## src/rtl/bch_enc_pkg.sv

```systemverilog
// Shared constants, state encoding and the LFSR step function for the
// BCH(15,7) 32-bit word encoder.
package bch_enc_pkg;

  localparam int BCH_N       = 15;  // codeword length of a full block
  localparam int BCH_K       = 7;   // message length of a full block
  localparam int BCH_P       = 8;   // parity bits per block
  localparam int NUM_BLOCKS  = 5;   // four full blocks plus one shortened block
  localparam int SHORT_K     = 4;   // message bits actually carried by the last block
  localparam int DATA_W      = 32;
  localparam int CW_W        = 4 * BCH_N + SHORT_K + BCH_P;  // 72
  localparam int CNT_W       = 3;

  // g(x) = x^8 + x^7 + x^6 + x^4 + 1 with the x^8 term implied.
  localparam logic [BCH_P-1:0] BCH_GEN_MASK = 8'hD1;

  typedef enum logic [1:0] {
    IDLE,
    SHIFT,
    DONE
  } state_t;

  // One division step, message MSB first. After BCH_K steps the register
  // holds the remainder of m(x)*x^8 mod g(x), i.e. the block parity.
  function automatic logic [BCH_P-1:0] lfsr_step(input logic [BCH_P-1:0] r,
                                                 input logic             d);
    logic fb;
    fb = d ^ r[BCH_P-1];
    return {r[BCH_P-2:0], 1'b0} ^ (fb ? BCH_GEN_MASK : '0);
  endfunction

endpackage

```

## src/rtl/bch15_7_lfsr_enc.sv

```systemverilog
// Bit-serial BCH(15,7) parity generator: one LFSR step per enabled cycle.
module bch15_7_lfsr_enc
  import bch_enc_pkg::*;
(
  input  logic             clk,
  input  logic             rst,
  input  logic             clr,
  input  logic             en,
  input  logic             bit_in,
  output logic [BCH_P-1:0] parity
);

  // Parity register: synchronous clear wins over a step.
  // NOTE: sequential state uses non-blocking assignments so every flop
  // samples its inputs from before the edge, independent of block order.
  always_ff @(posedge clk or posedge rst) begin
    if (rst) begin
      parity <= '0;
    end else if (clr) begin
      parity <= '0;
    end else if (en) begin
      parity <= lfsr_step(parity, bit_in);
    end
  end

endmodule

```

## src/rtl/bch_32_bits_enc_s.sv

```systemverilog
// Systematic BCH(15,7) encoder for 32-bit words: four full 7-bit blocks and
// one shortened 4-bit block are encoded in parallel by five bit-serial LFSRs,
// and the 72-bit codeword is offered on a valid/ready handshake.
module bch_32_bits_enc_s
  import bch_enc_pkg::*;
(
  input  logic              clk,
  input  logic              rst,
  input  logic [DATA_W-1:0] data_in,
  input  logic              in_valid,
  output logic              in_ready,
  output logic [CW_W-1:0]   codeword_out,
  output logic              out_valid,
  input  logic              out_ready
);

  state_t state, next_state;

  logic [CNT_W-1:0]                   cnt;
  logic [NUM_BLOCKS-1:0][BCH_K-1:0]   msg;
  logic [DATA_W-1:0]                  data_q;
  logic [NUM_BLOCKS-1:0][BCH_P-1:0]   parity;
  logic [NUM_BLOCKS-1:0][BCH_P-1:0]   parity_final;
  logic                               load;
  logic                               step;
  logic                               last;

  // Next-state and handshake decode.
  // NOTE: every output of this block gets a default first, so no path can
  // leave a signal unassigned and infer a latch.
  always_comb begin
    next_state = state;
    load       = 1'b0;
    step       = 1'b0;
    last       = 1'b0;
    in_ready   = 1'b0;
    out_valid  = 1'b0;
    unique case (state)
      IDLE: begin
        // Held low while reset is asserted so nothing is offered upstream.
        in_ready = ~rst;
        if (in_valid) begin
          load       = 1'b1;
          next_state = SHIFT;
        end
      end
      SHIFT: begin
        step = 1'b1;
        if (cnt == CNT_W'(BCH_K - 1)) begin
          last       = 1'b1;
          next_state = DONE;
        end
      end
      DONE: begin
        out_valid = 1'b1;
        if (out_ready) begin
          next_state = IDLE;
        end
      end
      default: next_state = IDLE;
    endcase
  end

  // State register.
  always_ff @(posedge clk or posedge rst) begin
    if (rst) begin
      state <= IDLE;
    end else begin
      state <= next_state;
    end
  end

  // Step counter: cleared on acceptance, counts 0..6 through SHIFT.
  always_ff @(posedge clk or posedge rst) begin
    if (rst) begin
      cnt <= '0;
    end else if (load || last) begin
      cnt <= '0;
    end else if (step) begin
      cnt <= cnt + 1'b1;
    end
  end

  // Message shift registers (MSB feeds the LFSR) and the captured data word.
  // NOTE: these small registers are reset so a discarded word leaves no
  // stale content behind; a large RAM-backed buffer would not be.
  always_ff @(posedge clk or posedge rst) begin
    if (rst) begin
      msg    <= '0;
      data_q <= '0;
    end else if (load) begin
      data_q <= data_in;
      msg[0] <= data_in[6:0];
      msg[1] <= data_in[13:7];
      msg[2] <= data_in[20:14];
      msg[3] <= data_in[27:21];
      msg[4] <= {{(BCH_K - SHORT_K){1'b0}}, data_in[31:28]};
    end else if (step) begin
      for (int i = 0; i < NUM_BLOCKS; i++) begin
        msg[i] <= {msg[i][BCH_K-2:0], 1'b0};
      end
    end
  end

  // Five parallel parity generators, one per block.
  for (genvar g = 0; g < NUM_BLOCKS; g++) begin : g_lfsr
    bch15_7_lfsr_enc u_lfsr (
      .clk    (clk),
      .rst    (rst),
      .clr    (load),
      .en     (step),
      .bit_in (msg[g][BCH_K-1]),
      .parity (parity[g])
    );
  end

  // The codeword is captured on the same edge as the seventh LFSR step, so
  // the final parity is the registered value advanced by one step.
  always_comb begin
    parity_final = '0;
    for (int i = 0; i < NUM_BLOCKS; i++) begin
      parity_final[i] = lfsr_step(parity[i], msg[i][BCH_K-1]);
    end
  end

  // Codeword register: changes only on the SHIFT->DONE edge and on reset.
  always_ff @(posedge clk or posedge rst) begin
    if (rst) begin
      codeword_out <= '0;
    end else if (last) begin
      codeword_out <= {data_q[31:28], parity_final[4],
                       data_q[27:21], parity_final[3],
                       data_q[20:14], parity_final[2],
                       data_q[13:7],  parity_final[1],
                       data_q[6:0],   parity_final[0]};
    end
  end

endmodule
```

## config.mk

```make
export PLATFORM = sky130hd
export DESIGN_NAME = bch_32_bits_enc_s
export DESIGN_NICKNAME = d
export VERILOG_FILES = /design/src/rtl/bch_enc_pkg.sv /design/src/rtl/bch15_7_lfsr_enc.sv /design/src/rtl/bch_32_bits_enc_s.sv
export SDC_FILE = /design/constraint.sdc
export NUM_CORES = 1
export LEC_CHECK = 0
export CAP_MARGIN = 10
export CORE_UTILIZATION = 40
export DETAILED_ROUTE_END_ITERATION = 6
export PLACE_DENSITY = 0.6
export SYNTH_ARGS = -nofsm -noshare
export SYNTH_HDL_FRONTEND = slang
export SYNTH_HIERARCHICAL = 1
export SYNTH_SLANG_ARGS = --single-unit
```

## constraint.sdc

```tcl
create_clock -name clk -period 7.35 [get_ports clk]
set_input_delay 1.47 -clock clk [delete_from_list [all_inputs] [get_ports clk]]
set_output_delay 1.47 -clock clk [all_outputs]
set_load 0.02 [all_outputs]
```

; Word-level counts from Yosys, hierarchy flattened
; Cells that the tools add are included.
[totals]
regBits = 184
input_bits = 36
out_inout_bits = 74
word_cells = 67
[classes]
n_addsub = 1
n_eq_ne = 6
muxes = 30
n_bitwise = 11
reduce_logical = 5
[op_table]
columns = cell, n
row1 = $mux W8, 15
row2 = $mux W35, 2
row3 = $xor A8 B8 Y8, 5
row4 = $mux W1, 7
row5 = $mux W2, 3
row6 = $mux W3, 2
row7 = $ne A2 B2 Y1 const B, 3
row8 = $pmux W2 S3, 1
row9 = $xor A1 B1 Y1, 5
row10 = $reduce_bool A2 Y1, 2
row11 = $add A3 B1 Y3 const B, 1
row12 = $eq A3 B3 Y1 const B, 1
row13 = $reduce_and A3 Y1, 1
row14 = $eq A2 B1 Y1 const B, 1
row15 = $eq A2 B2 Y1 const B, 1
row16 = $logic_not A2 Y1, 1
row17 = $logic_or A1 B1 Y1, 1
row18 = $not A1 Y1, 1

; Longest topological paths before layout
[logic_depth]
ltp_word = 5
mapped_depth = 7
ltp_nobuf = 5

; Cells and area by module
; The synthesis kept the hierarchy.
[by_module_without_submodules]
columns = mod, instances, cells_each, area_per_inst_um2, seq_area_each_um2
row1 = bch_32_bits_enc_s, 1, 483, 5666.7, 3603.5
row2 = bch15_7_lfsr_enc, 5, 35, 384.1, 200.2

; Worst setup path after synthesis
; Ideal clock, no wire load.
[synth_path]
path_kind = input -> output
from = input rst
to = output in_ready
t_arrival_ps = 1925
required_ps = 5880
path_slack_ps = 3955
path_stages = 1
n_path_buf = 0
path_cell_list = nor3_1
[synth_via]
elab_chain_len = 2
[synth_rtl]
columns = element, line_no
row1 = start: declaration, bch_32_bits_enc_s.sv:8  ; input logic rst,
row2 = $not A1 Y1, bch_32_bits_enc_s.sv:41  ; in_ready = ~rst;
row3 = $mux W1, bch_32_bits_enc_s.sv:38  ; unique case (state)
row4 = end: declaration, bch_32_bits_enc_s.sv:11  ; output logic in_ready,
; No other way between the ends.

; Final worst setup path
; Same ends and word-level chain as after synthesis.

==> summary.md <==
| Metric | Value |
|---|---|
| Syn Nets | `696` |
| Crit start category | `input pin` |
| Reg2reg setup slack | `4380 ps` |
| Largest net degree at the start of global routing | `140` |
| Routed WL | `14900 microns` |
| Ports | `110` |
| Antenna cells | `0` |
| Multi-input gate area | `0.00263 sq mm` |
| Switching part of the total | `36.1%` |
| Number of global-route vias before repair | `5270` |
| CP most frequent cell | `clkdlybuf4s50_1` |
| Hold Path Depth | `2` |
| Critical R2R Launch | `state[1]` |
| Global-route wire length before repair | `26100 microns` |
| Mapped cell area | `0.00759 sq mm` |
| Slew margin rel. | `39.4%` |
| CP max FO | `7` |
| Clk_skew | `10.5 ps` |
| Port bufs | `109` |
| DRT iter0 DRCs | `251` |
| VDD IR max | `0.246 mV` |
| Postcts setup bufs | `0` |
| CP peak stage delay | `670 ps` |
| Width of the die | `140 microns` |
| Minimum clock period | `4520 ps` |
| Fmax | `0.221 GHz` |
| Endpoint type of the worst setup path | `output port` |
| Layout area overhead | `24.2%` |
| Hold-fix buffers, CTS | `0` |
| Row count | `50` |
| Grt total ovfl | `0` |
| Crit path kind | `input pin to output port` |
| Crit path max-delay family | `buffers and inverters` |
| GRT Total Usage | `16.8%` |
| Resized Gates After CTS | `0` |
| DP Worst Slack | `2860 ps` |
| Crit-path slowest cell | `clkdlybuf4s50_1` |
| Commonest non-fill, non-tap cell in the layout | `dfrtp_1` |
| H-tree depth | `4` |
| Syn avg cell area | `11.5 sq um` |
| Drt wl/cell | `14.9 microns` |
| Setup WS post-layout | `2830 ps` |
| Sw Pwr | `0.00160 W` |
| Arrival time of the worst setup path | `3050 ps` |
| Final Max Tran Viols | `0` |
| Cell Pwr Density | `470 mW/mm^2` |
| Num CTS Buffers | `17` |
| Placed instance count | `969` |
| Share of cells above drive strength 1 | `10.4%` |
| Post-synthesis sequential area ratio | `60.7%` |
| RSZ-0062 raised after global routing | `no` |
| Slew @ Worst Pin | `908 ps` |
| Layout net count | `792` |
| Drt first pass iters | `4` |
| Worst R2R End | `g_lfsr[0].u_lfsr/parity[6]` |
| CTS tree | `done` |
| Worst path cell trace | `clkdlybuf4s50_1, nor3_1, clkdlybuf4s50_1` |
| Vias | `5078` |
| Seq pwr share | `40.0%` |
| CTS Buffer Depth | `2` |
| Total die area | `0.0195 sq mm` |
| Lkg Pwr | `4.40 nW` |
| Core ar. | `0.0186 sq mm` |
| Most frequent cells in the layout | `dfrtp_1, clkdlybuf4s50_1, o21ai_0, nand2_1, mux2i_1` |
| Hold Fails Final Rpt | `0` |
| Gate power share | `39.8%` |
| Worst hold endpoint | `codeword_out[4]` |
| Vias/cell | `5.07` |
| FF/Latch Area | `0.00460 sq mm` |
| Status | `finished clean` |
| Root Buffer Master | `clkbuf_16` |
| Placer Congestion | `0.716` |
| Number of synthesized register bits | `184` |
| Placed inst area | `0.00884 sq mm` |
| Post-synth cell types | `32` |
| Max-cap violation count | `0` |
| Crit path required time | `5880 ps` |
| Fill cell count | `1685` |
| DRC Markers | `0` |
| Buffers & Inverters on Critical Path | `2` |
| Hpwl dp | `9830 microns` |
| ANT nets after route | `0` |
| Hold Crit Class | `flop to flop` |
| Fin crit share | `61.5%` |
| Hold Crit Start | `codeword_out[4]` |
| Syn Inst Count | `658` |
| Clk_lat worst skew | `430 ps` |
| Endpoints failing setup | `0` |
| # clock sinks | `184` |
| Synth warn | `6` |
| Clock power share | `20.1%` |
| Clk slew on worst S/H paths | `70 ps` |
| Post-layout util | `50.6%` |
| Non-Filler Instances | `1001` |
| Initial Utilization | `40.7%` |
| Initial antenna violation count | `0` |
| Setup TNS | `0 ps` |
| Pint | `0.00283 W` |
| Chip height | `140 microns` |
| Reg2Reg Depth | `5` |
| Final Instance Area | `0.00943 sq mm` |
## flip-flops by register name, indices dropped and copies added (netlist names)
signal / flops
cnt: 3
codeword_out: 72
data_q: 32
g_lfsr.u_lfsr/parity: 40
msg: 35
state: 2
## Yosys cell counts
library cell	n	share of area [%]
or4b_1	10	1.3
buf_2	16	1.1
o21ai_0	95	6.3
o22ai_1	1	0.083
a22o_1	5	0.58
nand3_1	1	0.066
mux2i_1	47	6.2
mux2_2	35	5.2
a211oi_1	5	0.49
nor3b_4	1	0.25
buf_6	2	0.30
a31o_2	5	0.58
or2b_1	5	0.49
nand4b_2	1	0.20
o311ai_0	10	1.2
xnor2_1	20	2.3
nand3b_1	1	0.099
nor3_1	1	0.066
buf_4	4	0.40
dfrtp_1	184	61
clkbuf_1	13	0.64
nand2b_1	3	0.25
a21oi_1	7	0.46
clkinv_1	1	0.049
clkbuf_2	1	0.066
nor2_1	32	1.6
xor2_1	10	1.2
nand2_1	79	3.9
inv_1	45	2.2
o21ai_1	6	0.40
ha_1	2	0.33
nand4b_1	10	1.2
## cell type report
cell class | count | area share [%]
inverters | 46 | 1.91
repair buffers | 113 | 12.0
clock inverters | 12 | 1.23
flip-flops and latches | 184 | 48.8
multi-input cells | 392 | 27.9
clock buffers | 20 | 4.95
well taps | 234 | 3.11
## worst register-to-register path: cells and delay by family (launching register included)
kind / cells / cell delay, ps
buf+inv: 2 / 1210
simple gates: 2 / 1030
flops: 1 / 470
compound gates: 1 / 120
## metal layers
| metal | GRT usage, % | wire [microns] |
|---|---|---|
| met1 | 22.5 | 7110 |
| met2 | 26.4 | 7000 |
| met3 | 3.92 | 572 |
| met4 | 6.65 | 210 |
| met5 | 0 | 0 |
## metrics by stage
step / hold WS (ps) / total power, W
5_1_grt: 520 / 0.00477
3_5_place_dp: 472 / 0.00358
4_1_cts: 488 / 0.00449
6_report: 477 / 0.00443
2_1_floorplan: 449 / 0.00293
3_3_place_gp: 462 / 0.00351
## how the worst max path moves through the flow
stage | startpoint | end | slack [ps] | cells after the start
4_1_cts | rst | in_ready | 2850 | 3
5_1_grt | rst | in_ready | 2800 | 3
2_1_floorplan | rst | cnt[0] | 2010 | 1
6_report | rst | in_ready | 2830 | 3
3_5_place_dp | rst | in_ready | 2860 | 3
3_3_place_gp | rst | in_ready | 2870 | 3
## power by group through the flow
stage | clock [W] | sequential (W) | combinational [W]
global placement | 0 | 0.00178 | 0.00173
floorplan | 0 | 0.00194 | 0.000992
global route | 0.000960 | 0.00184 | 0.00197
detailed placement | 0 | 0.00179 | 0.00179
finish | 0.000891 | 0.00177 | 0.00176
CTS | 0.000920 | 0.00178 | 0.00180
## cell families (layout without fill, tap and decap cells)
group / after synthesis / count (layout) / synth area share, %
flops: 184 / 184 / 60.7
simple gates: 144 / 144 / 9.38
compound gates: 134 / 134 / 10.0
mux: 82 / 82 / 11.4
buf+inv: 82 / 191 / 4.73
xor+xnor: 30 / 30 / 3.46
fa+ha+maj: 2 / 2 / 0.330
Power figures use the tool's default switching activity.
